--- src/rtl/imem_pkg.sv ---
// Shared types and constants for the boot-time instruction memory loader.
package imem_pkg;

  typedef enum logic [2:0] {
    LEN_HI = 3'd0,
    LEN_LO = 3'd1,
    DATA   = 3'd2,
    RUN    = 3'd3,
    ERR    = 3'd4
  } imem_state_e;

  localparam int          IMEM_DEPTH_LOG2 = 7;
  localparam logic [31:0] NOP_WORD        = 32'h0000_0000;

endpackage

--- src/rtl/imem_store.sv ---
// Instruction store: one synchronous write port and one asynchronous read port.
// Write lands on the clock edge; the read is zero-latency. No backpressure.
module imem_store #(
  parameter int DEPTH_LOG2 = 7
) (
  input  logic                  clk,
  input  logic                  wr_en,
  input  logic [DEPTH_LOG2-1:0] wr_addr,
  input  logic [31:0]           wr_dat,
  input  logic [DEPTH_LOG2-1:0] rd_addr,
  output logic [31:0]           rd_dat
);

  // Contents survive reset; the loader gates visibility by word count and state.
  logic [31:0] mem [2**DEPTH_LOG2];

  always_ff @(posedge clk) begin
    if (wr_en) begin
      mem[wr_addr] <= wr_dat;
    end
  end

  assign rd_dat = mem[rd_addr];

endmodule

--- src/rtl/imem_loader.sv ---
// Byte-stream image loader: holds the core in reset until a full image is stored.
// IR read is combinational; in_ready is a registered state decode (0 in RUN/ERR).
module imem_loader
  import imem_pkg::*;
#(
  parameter int DEPTH_LOG2 = IMEM_DEPTH_LOG2
) (
  input  logic        clk,
  input  logic        rst_n,
  input  logic        in_valid,
  input  logic [7:0]  in_data,
  output logic        in_ready,
  input  logic [31:0] IR_addr,
  output logic [31:0] IR,
  output logic        core_rst_n,
  output logic        load_done,
  output logic        load_err
);

  localparam logic [15:0]           MAX_WORDS = 16'(2**DEPTH_LOG2);
  localparam logic [DEPTH_LOG2:0]   LEN_ONE   = (DEPTH_LOG2+1)'(1);
  localparam logic [DEPTH_LOG2-1:0] WC_ONE    = DEPTH_LOG2'(1);

  imem_state_e           state_q, state_d;
  logic [7:0]            len_hi_q, len_hi_d;
  logic [DEPTH_LOG2:0]   len_q, len_d;
  logic [1:0]            byte_cnt_q, byte_cnt_d;
  logic [DEPTH_LOG2-1:0] word_cnt_q, word_cnt_d;
  logic [23:0]           asm_q, asm_d;
  logic                  in_ready_q, in_ready_d;
  logic                  core_rst_n_q, core_rst_n_d;
  logic                  load_done_q, load_done_d;
  logic                  load_err_q, load_err_d;

  logic                  xfer;
  logic [15:0]           len_full;
  logic                  wr_en;
  logic [31:0]           wr_dat;
  logic [DEPTH_LOG2-1:0] rd_idx;
  logic [31:0]           rd_dat;
  logic                  addr_in_range;

  assign xfer     = in_valid & in_ready_q;
  assign len_full = {len_hi_q, in_data};
  assign wr_dat   = {asm_q, in_data};

  always_comb begin
    state_d    = state_q;
    len_hi_d   = len_hi_q;
    len_d      = len_q;
    byte_cnt_d = byte_cnt_q;
    word_cnt_d = word_cnt_q;
    asm_d      = asm_q;
    wr_en      = 1'b0;

    case (state_q)
      LEN_HI: begin
        if (xfer) begin
          len_hi_d = in_data;
          state_d  = LEN_LO;
        end
      end
      LEN_LO: begin
        if (xfer) begin
          if (len_full == 16'd0 || len_full > MAX_WORDS) begin
            state_d = ERR;
          end else begin
            len_d      = len_full[DEPTH_LOG2:0];
            byte_cnt_d = 2'd0;
            word_cnt_d = '0;
            state_d    = DATA;
          end
        end
      end
      DATA: begin
        if (xfer) begin
          asm_d      = {asm_q[15:0], in_data};
          byte_cnt_d = byte_cnt_q + 2'd1;
          if (byte_cnt_q == 2'd3) begin
            wr_en      = 1'b1;
            word_cnt_d = word_cnt_q + WC_ONE;
            if ({1'b0, word_cnt_q} == len_q - LEN_ONE) begin
              state_d = RUN;
            end
          end
        end
      end
      default: begin
        state_d = state_q;
      end
    endcase

    // Outputs decode the next state so they change together with the state register.
    in_ready_d   = (state_d == LEN_HI) || (state_d == LEN_LO) || (state_d == DATA);
    core_rst_n_d = (state_d == RUN);
    load_done_d  = (state_d == RUN);
    load_err_d   = (state_d == ERR);
  end

  always_ff @(posedge clk) begin
    if (!rst_n) begin
      state_q      <= LEN_HI;
      len_hi_q     <= '0;
      len_q        <= '0;
      byte_cnt_q   <= '0;
      word_cnt_q   <= '0;
      asm_q        <= '0;
      in_ready_q   <= 1'b1;
      core_rst_n_q <= 1'b0;
      load_done_q  <= 1'b0;
      load_err_q   <= 1'b0;
    end else begin
      state_q      <= state_d;
      len_hi_q     <= len_hi_d;
      len_q        <= len_d;
      byte_cnt_q   <= byte_cnt_d;
      word_cnt_q   <= word_cnt_d;
      asm_q        <= asm_d;
      in_ready_q   <= in_ready_d;
      core_rst_n_q <= core_rst_n_d;
      load_done_q  <= load_done_d;
      load_err_q   <= load_err_d;
    end
  end

  imem_store #(
    .DEPTH_LOG2 (DEPTH_LOG2)
  ) u_store (
    .clk     (clk),
    .wr_en   (wr_en),
    .wr_addr (word_cnt_q),
    .wr_dat  (wr_dat),
    .rd_addr (rd_idx),
    .rd_dat  (rd_dat)
  );

  // Byte offset bits are dropped; anything above the store's span reads as NOP.
  assign rd_idx        = IR_addr[DEPTH_LOG2+1:2];
  assign addr_in_range = ((IR_addr >> (DEPTH_LOG2 + 2)) == 32'd0);

  assign IR = (state_q == RUN && addr_in_range && ({1'b0, rd_idx} < len_q)) ? rd_dat : NOP_WORD;

  assign in_ready   = in_ready_q;
  assign core_rst_n = core_rst_n_q;
  assign load_done  = load_done_q;
  assign load_err   = load_err_q;

endmodule
--- config.mk ---
export PLATFORM = sky130hd
export DESIGN_NAME = imem_loader
export DESIGN_NICKNAME = d
export VERILOG_FILES = /design/src/rtl/imem_pkg.sv /design/src/rtl/imem_store.sv /design/src/rtl/imem_loader.sv
export SDC_FILE = /design/constraint.sdc
export NUM_CORES = 2
export LEC_CHECK = 0
export ABC_AREA = 1
export CORE_MARGIN = 2
export CORE_UTILIZATION = 60
export CTS_BUF_LIST = sky130_fd_sc_hd__clkbuf_16
export DETAILED_ROUTE_END_ITERATION = 6
export DONT_BUFFER_PORTS = 1
export GPL_ROUTABILITY_DRIVEN = 0
export PLACE_DENSITY_LB_ADDON = 0.08
export SKIP_CTS_REPAIR_TIMING = 1
export SYNTH_ARGS = -nofsm -noshare
export SYNTH_HDL_FRONTEND = slang
export SYNTH_SLANG_ARGS = --single-unit
--- constraint.sdc ---
create_clock -name clk -period 3.9 [get_ports clk]
set_input_delay 0.78 -clock clk [delete_from_list [all_inputs] [get_ports clk]]
set_output_delay 0.78 -clock clk [all_outputs]
set_load 0.02 [all_outputs]
# Yosys cells after proc, flatten, opt, wreduce, memory -nomap -nowiden
# Memories as Yosys holds them, arrays and structs flattened.
# Index checks and enable logic that the tools add are counted.
# op_classes
reduce_logical	15
magnitude_cmp	2
bitwise	2
muxes	22
n_eq_ne	13
n_addsub	3
# ops
operator	n
zero test 32 bit	1
two-way mux 32 bit	1
two-way mux 7 bit	4
two-way mux 3 bit	6
greater-than comparator 16 x 8 -> 1 bit (second input constant)	1
zero test 16 bit	1
one-hot mux 7 bit (2 select lines)	1
== test 3 x 2 -> 1 bit (second input constant)	4
one-hot mux 3 bit (3 select lines)	1
== test 7 x 8 -> 1 bit	1
< comparator 7 x 8 -> 1 bit	1
inequality test 2 bit (second input constant)	4
subtractor 8 x 1 -> 8 bit (second input constant)	1
adder 7 x 1 -> 7 bit (second input constant)	1
== test 3 x 1 -> 1 bit (second input constant)	2
zero test 3 bit	2
two-way mux 2 bit	3
two-way mux 1 bit	5
AND reduction 5 bit	1
one-hot mux 2 bit (2 select lines)	1
AND reduction 2 bit	2
AND reduction 4 bit	1
== test 3 bit (second input constant)	1
logical OR 1 bit	3
other kinds (7)	8
# word_totals
ram_bits	4096
reg_bits	55
wordCells	67
mem_count	1
input_bits	43
# memory_table
memory	words	word_bits	read_ports	rd_ports_with_merged_regs	wr	line	text
u_store.mem	128	32	1	0	1	imem_store.sv:15	logic [31:0] mem [2**DEPTH_LOG2];

# Depth between registers and ports, before layout
# logic_depth
depth_word	9
ltp_mapped	15

# By module
# From an unflattened synthesis, not the netlist that was laid out.
# unflattened
cells_unflattened	13812
hier_area_um2	167196.6
# modules_own_cells
module	cells_per_inst	instances	area_each_um2	seq_area_each_um2
imem_store	13357	1	163993.5	122998.0
imem_loader	455	1	3203.1	1101.1

# Least setup slack after synthesis
# No wires, ideal clock.
# synth_path
kind	input port to flip-flop
start	in in_valid
end	mem u_store.mem[102][0], enable pin
required_time_ps	3479
t_arrival_ps	3202
stages	9
setup_time_ps	421
path_slack_ps	277
path_cell_list	nand2_1 -> inv_1 -> nand2_1 -> nor2_1 -> inv_1 -> nor2_2 -> nand2_1 -> buf_2 -> nor2_1
# synth_via
elab_chain_len	5
# synth_rtl
item	line	text
start: declaration	imem_loader.sv:10	input logic in_valid,
bitwise AND 1 bit	imem_loader.sv:43	assign xfer = in_valid & in_ready_q;
two-way mux 1 bit	imem_loader.sv:76	if (xfer) begin
two-way mux 1 bit	imem_loader.sv:56	case (state_q)
two-way mux 1 bit	imem_store.sv:18	if (wr_en) begin
two-way mux 1 bit (not written as such)	imem_store.sv:19	mem[wr_addr] <= wr_dat;
end: declaration	imem_store.sv:15	
# No other way between the ends.

# Worst setup path in the final report
# layout_path
start	in IR_addr[4]
end	out IR[0]
# layout_via
elab_chain_len	3
word_cells_on_any_way	4
# layout_rtl
item	line	text
start: declaration	imem_loader.sv:13	input logic [31:0] IR_addr,
branches (longest 2 deep; another with memory (128 x 32 bit))	n/a	
two-way mux 32 bit *	imem_loader.sv:141	assign IR = (state_q == RUN && addr_in_range && ({1'b0, rd_idx} < len_q)) ? rd_dat : NOP_WORD;
end: declaration	imem_loader.sv:14	output logic [31:0] IR,
# Mark *: on every way between the ends.

==> out/results.ini <==
[status]
run_status=finished, violations left
violated_checks=design-rule violations, negative hold slack, max-slew violations, negative setup slack

[cts]
cts_tree=yes
cts.htree.levels=5
cts_buffers=412
cts.root.buffer_cell=sky130_fd_sc_hd__clkbuf_16
cts.sink_count=4151
cts.reportedPaths.clkPinSlew_ns=0.06
clock_path_buffers=4
clk-insertion-delay-late_ns=0.98

[sta]
final-hold-violation-count=20
timing.max_slew.rel_slack_pct=-83.3
worstMarginPinSlew_ns=2.75
setup_viol_count_final=32
fin_crit_sh_pct=131
final.hold.worst_slack_ns=-0.0803
setup_ws_ns=-1.22
grt_setup_unrepaired=true
fmax_ghz=0.195
finalCriticalPeriod_ns=5.12
slew_viol_final=396
fin_worst_skew_ns=0.0505

[layout]
synthToLayoutAreaGrowth_pct=16.9
final_area_sq_um=196000
post_route_cells_drive_above_1_share_pct=13.3
multi_input_gate_area_in_the_final_layout_sq_um=41100
postLayoutCoreUtil_pct=70.3
ff_latch_area_sq_um=124000
layout.nets=14500
fillers=19000

[logic_synthesis]
synth_top_flop_cell=sky130_fd_sc_hd__edfxtp_1
async_flop_share_pct=0
synth.lib_cells_used.distinct=34
synthesis.area_per_instance_sq_um=11.9
post-synth-top-area-cell=sky130_fd_sc_hd__edfxtp_1
seq_area_frac_synth_pct=74.0
synth_enable_flop_cells=4096
synth_cells=14100
post-synth-top-count-cell=sky130_fd_sc_hd__nand2_1
synth.top_cells.by_count=sky130_fd_sc_hd__nand2_1, sky130_fd_sc_hd__edfxtp_1, sky130_fd_sc_hd__nand3_1, sky130_fd_sc_hd__buf_2, sky130_fd_sc_hd__nor2_1
synth_largest_type_area_fraction_pct=73.3
synth_seq_cells=4151
ys_top_cells_by_area=sky130_fd_sc_hd__edfxtp_1, sky130_fd_sc_hd__nand3_1, sky130_fd_sc_hd__nand2_1
synthesis.yosys.warnings=0
postSynthNetCount=14100
syn_area_sq_um=168000

[power]
finalPower_w=0.0932
power.density_nw_per_um2=476
power.share.combinational_pct=6.9
vdd_ir_drop_max_uv=544
power.clock.fraction_pct=41.0
switching_share_pct=22.8
static-leakage-power_nw=69.0
power_frac_seq_pct=52.1
intPower_w=0.0720
power.net_switching_w=0.0212

[drt]
drt-vias-per-instance=6.44
drt_pass1_iterations=7
routed_wl_um=554000
antenna_violating_nets_post_route=0
wl_per_cell_um=29.9
routed-via-count=119000
detail_route.drc_violations=2
drt_iter0_drc=20900

[worst_setup_path]
cpMostUsedCell=sky130_fd_sc_hd__nand2_1
setup.worst_path.class=input pin to output pin
slowest_stage_delay_cp_ns=0.81
endpoint_kind=output pin
crit_required_ns=3.12
crit_path_start_kind=input pin
crit_path_leading_delay_family=simple AND/OR/NAND/NOR gates
crit_path_max_fanout=495
cp.arrival_ns=4.34
critical-path-slowest-cell=sky130_fd_sc_hd__nand3_1
cp_num_buf_inv=3
crit_chain=nand3_1, nand3_2, nand2_1, buf_4, nand2_1, nand2_1, nor2_2, buf_4, nor2_2, nor2_4, buf_6

[global_routing]
grt_pass1_vias=108000
grt_pass1_wl_um=725000
grt_max_degree=1027
antenna_found_initial=23
grt_use_total_pct=34.7
grt_overflow_total=0

[placed_design]
dpl.hpwl_um=263000
detailedPlace.worstSlack_ns=-3.21
portBuffers=0
placed_cell_area_sq_um=177000

[min_path]
worst_hold_path_type=input pin to flip-flop

[floorplan]
floorplan.die.height_um=533
boundaryPins=79
floorplan.core_area_sq_um=279000
initial_utilization_pct=60.2
die_area_sq_um=284000
die_width_um=533
placement_rows=194

[run]
cap_viol_max_count=0

power groups by stage:
stage | clock network, W | registers, W | logic, W
2_1_floorplan | 0 | 0.0495 | 0.00316
3_3_place_gp | 0 | 0.0495 | 0.00479
3_5_place_dp | 0 | 0.0495 | 0.00486
4_1_cts | 0.0382 | 0.0486 | 0.00490
5_1_grt | 0.0399 | 0.0486 | 0.00673
6_report | 0.0382 | 0.0486 | 0.00641
cell type report:
class / count / share of cell area, %
clock inverter: 322 / 1.16
sequential: 4151 / 63.4
multi-input combinational: 8927 / 21.0
timing repair inverter: 2 / 0.0166
timing repair buffer: 913 / 6.60
tap: 3724 / 2.38
clock buffer: 421 / 5.37
inverter: 55 / 0.141
antenna: 13 / 0.0166
sequential cells by signal, summed over array words and instances (netlist names):
| signal | cells |
|---|---|
| asm_q | 24 |
| byte_cnt_q | 2 |
| in_ready | 1 |
| len_hi_q | 8 |
| len_q | 8 |
| load_done | 1 |
| load_err | 1 |
| state_q | 3 |
| u_store.mem | 4096 |
| word_cnt_q | 7 |
stage by stage:
stage	TNS, ns	std cells
after floorplan	0	14100
after global placement	-85.10	17600
after detailed placement	-90.61	17600
after CTS	-91.28	18300
after global routing	-14.65	18500
final	-31.11	18500
worst reg2reg max path, stage by stage (launching register included):
cell and delay (ns):
sky130_fd_sc_hd__dfxtp_1 0.44, sky130_fd_sc_hd__nand2_1 0.31, sky130_fd_sc_hd__inv_1 0.24, sky130_fd_sc_hd__nand2_1 0.07, sky130_fd_sc_hd__nor2_1 0.22, sky130_fd_sc_hd__inv_1 0.11, sky130_fd_sc_hd__nor2_2 0.26, sky130_fd_sc_hd__nand3_2 0.17
sky130_fd_sc_hd__buf_4 0.32, sky130_fd_sc_hd__nor2_4 0.45, sky130_fd_sc_hd__buf_12 0.28
placed cells by master, fill, tap and decap left out, types with 100 or more instances in the layout:
master	synthesis	layout
sky130_fd_sc_hd__nand2_2	1	100
sky130_fd_sc_hd__o21ai_1	124	107
sky130_fd_sc_hd__clkinv_1	0	118
sky130_fd_sc_hd__clkbuf_16	0	509
sky130_fd_sc_hd__nand3_1	3464	3333
sky130_fd_sc_hd__nand3_2	3	120
sky130_fd_sc_hd__buf_12	0	251
sky130_fd_sc_hd__buf_4	84	429
sky130_fd_sc_hd__nand2_1	4604	4488
sky130_fd_sc_hd__nor2_1	455	259
sky130_fd_sc_hd__a21oi_1	153	147
sky130_fd_sc_hd__nor2_4	0	163
sky130_fd_sc_hd__edfxtp_1	4096	4096
sky130_fd_sc_hd__inv_1	48	128
logic make-up after synthesis:
group,count (synthesis),synth area share (%)
flops,4151,74.0
xor+xnor,11,0.0574
simple gates,8582,21.9
compound gates,325,0.982
buf+inv,980,3.05
fa+ha+maj,9,0.0671
per-layer routing:
metal	GRT usage, %	wire [um]	vias up
li1	-	-	50700
met1	49.5	199000	58300
met2	51.8	246000	9169
met3	7.96	82000	1238
met4	15.2	27000	6
met5	0	40	-
worst paths after layout:
check | start | slack (ns) | cells after the start | endpoint
hold / removal | in_data[4] | -0.08 | 0 | u_store.mem[126][4]
setup reg to reg | in_ready | 0.70 | 10 | u_store.mem[24][26]
hold reg to reg | len_hi_q[7] | 0.47 | 2 | len_hi_q[7]
setup / recovery | IR_addr[4] | -1.22 | 11 | IR[0]
Power figures use the tool's default switching activity.
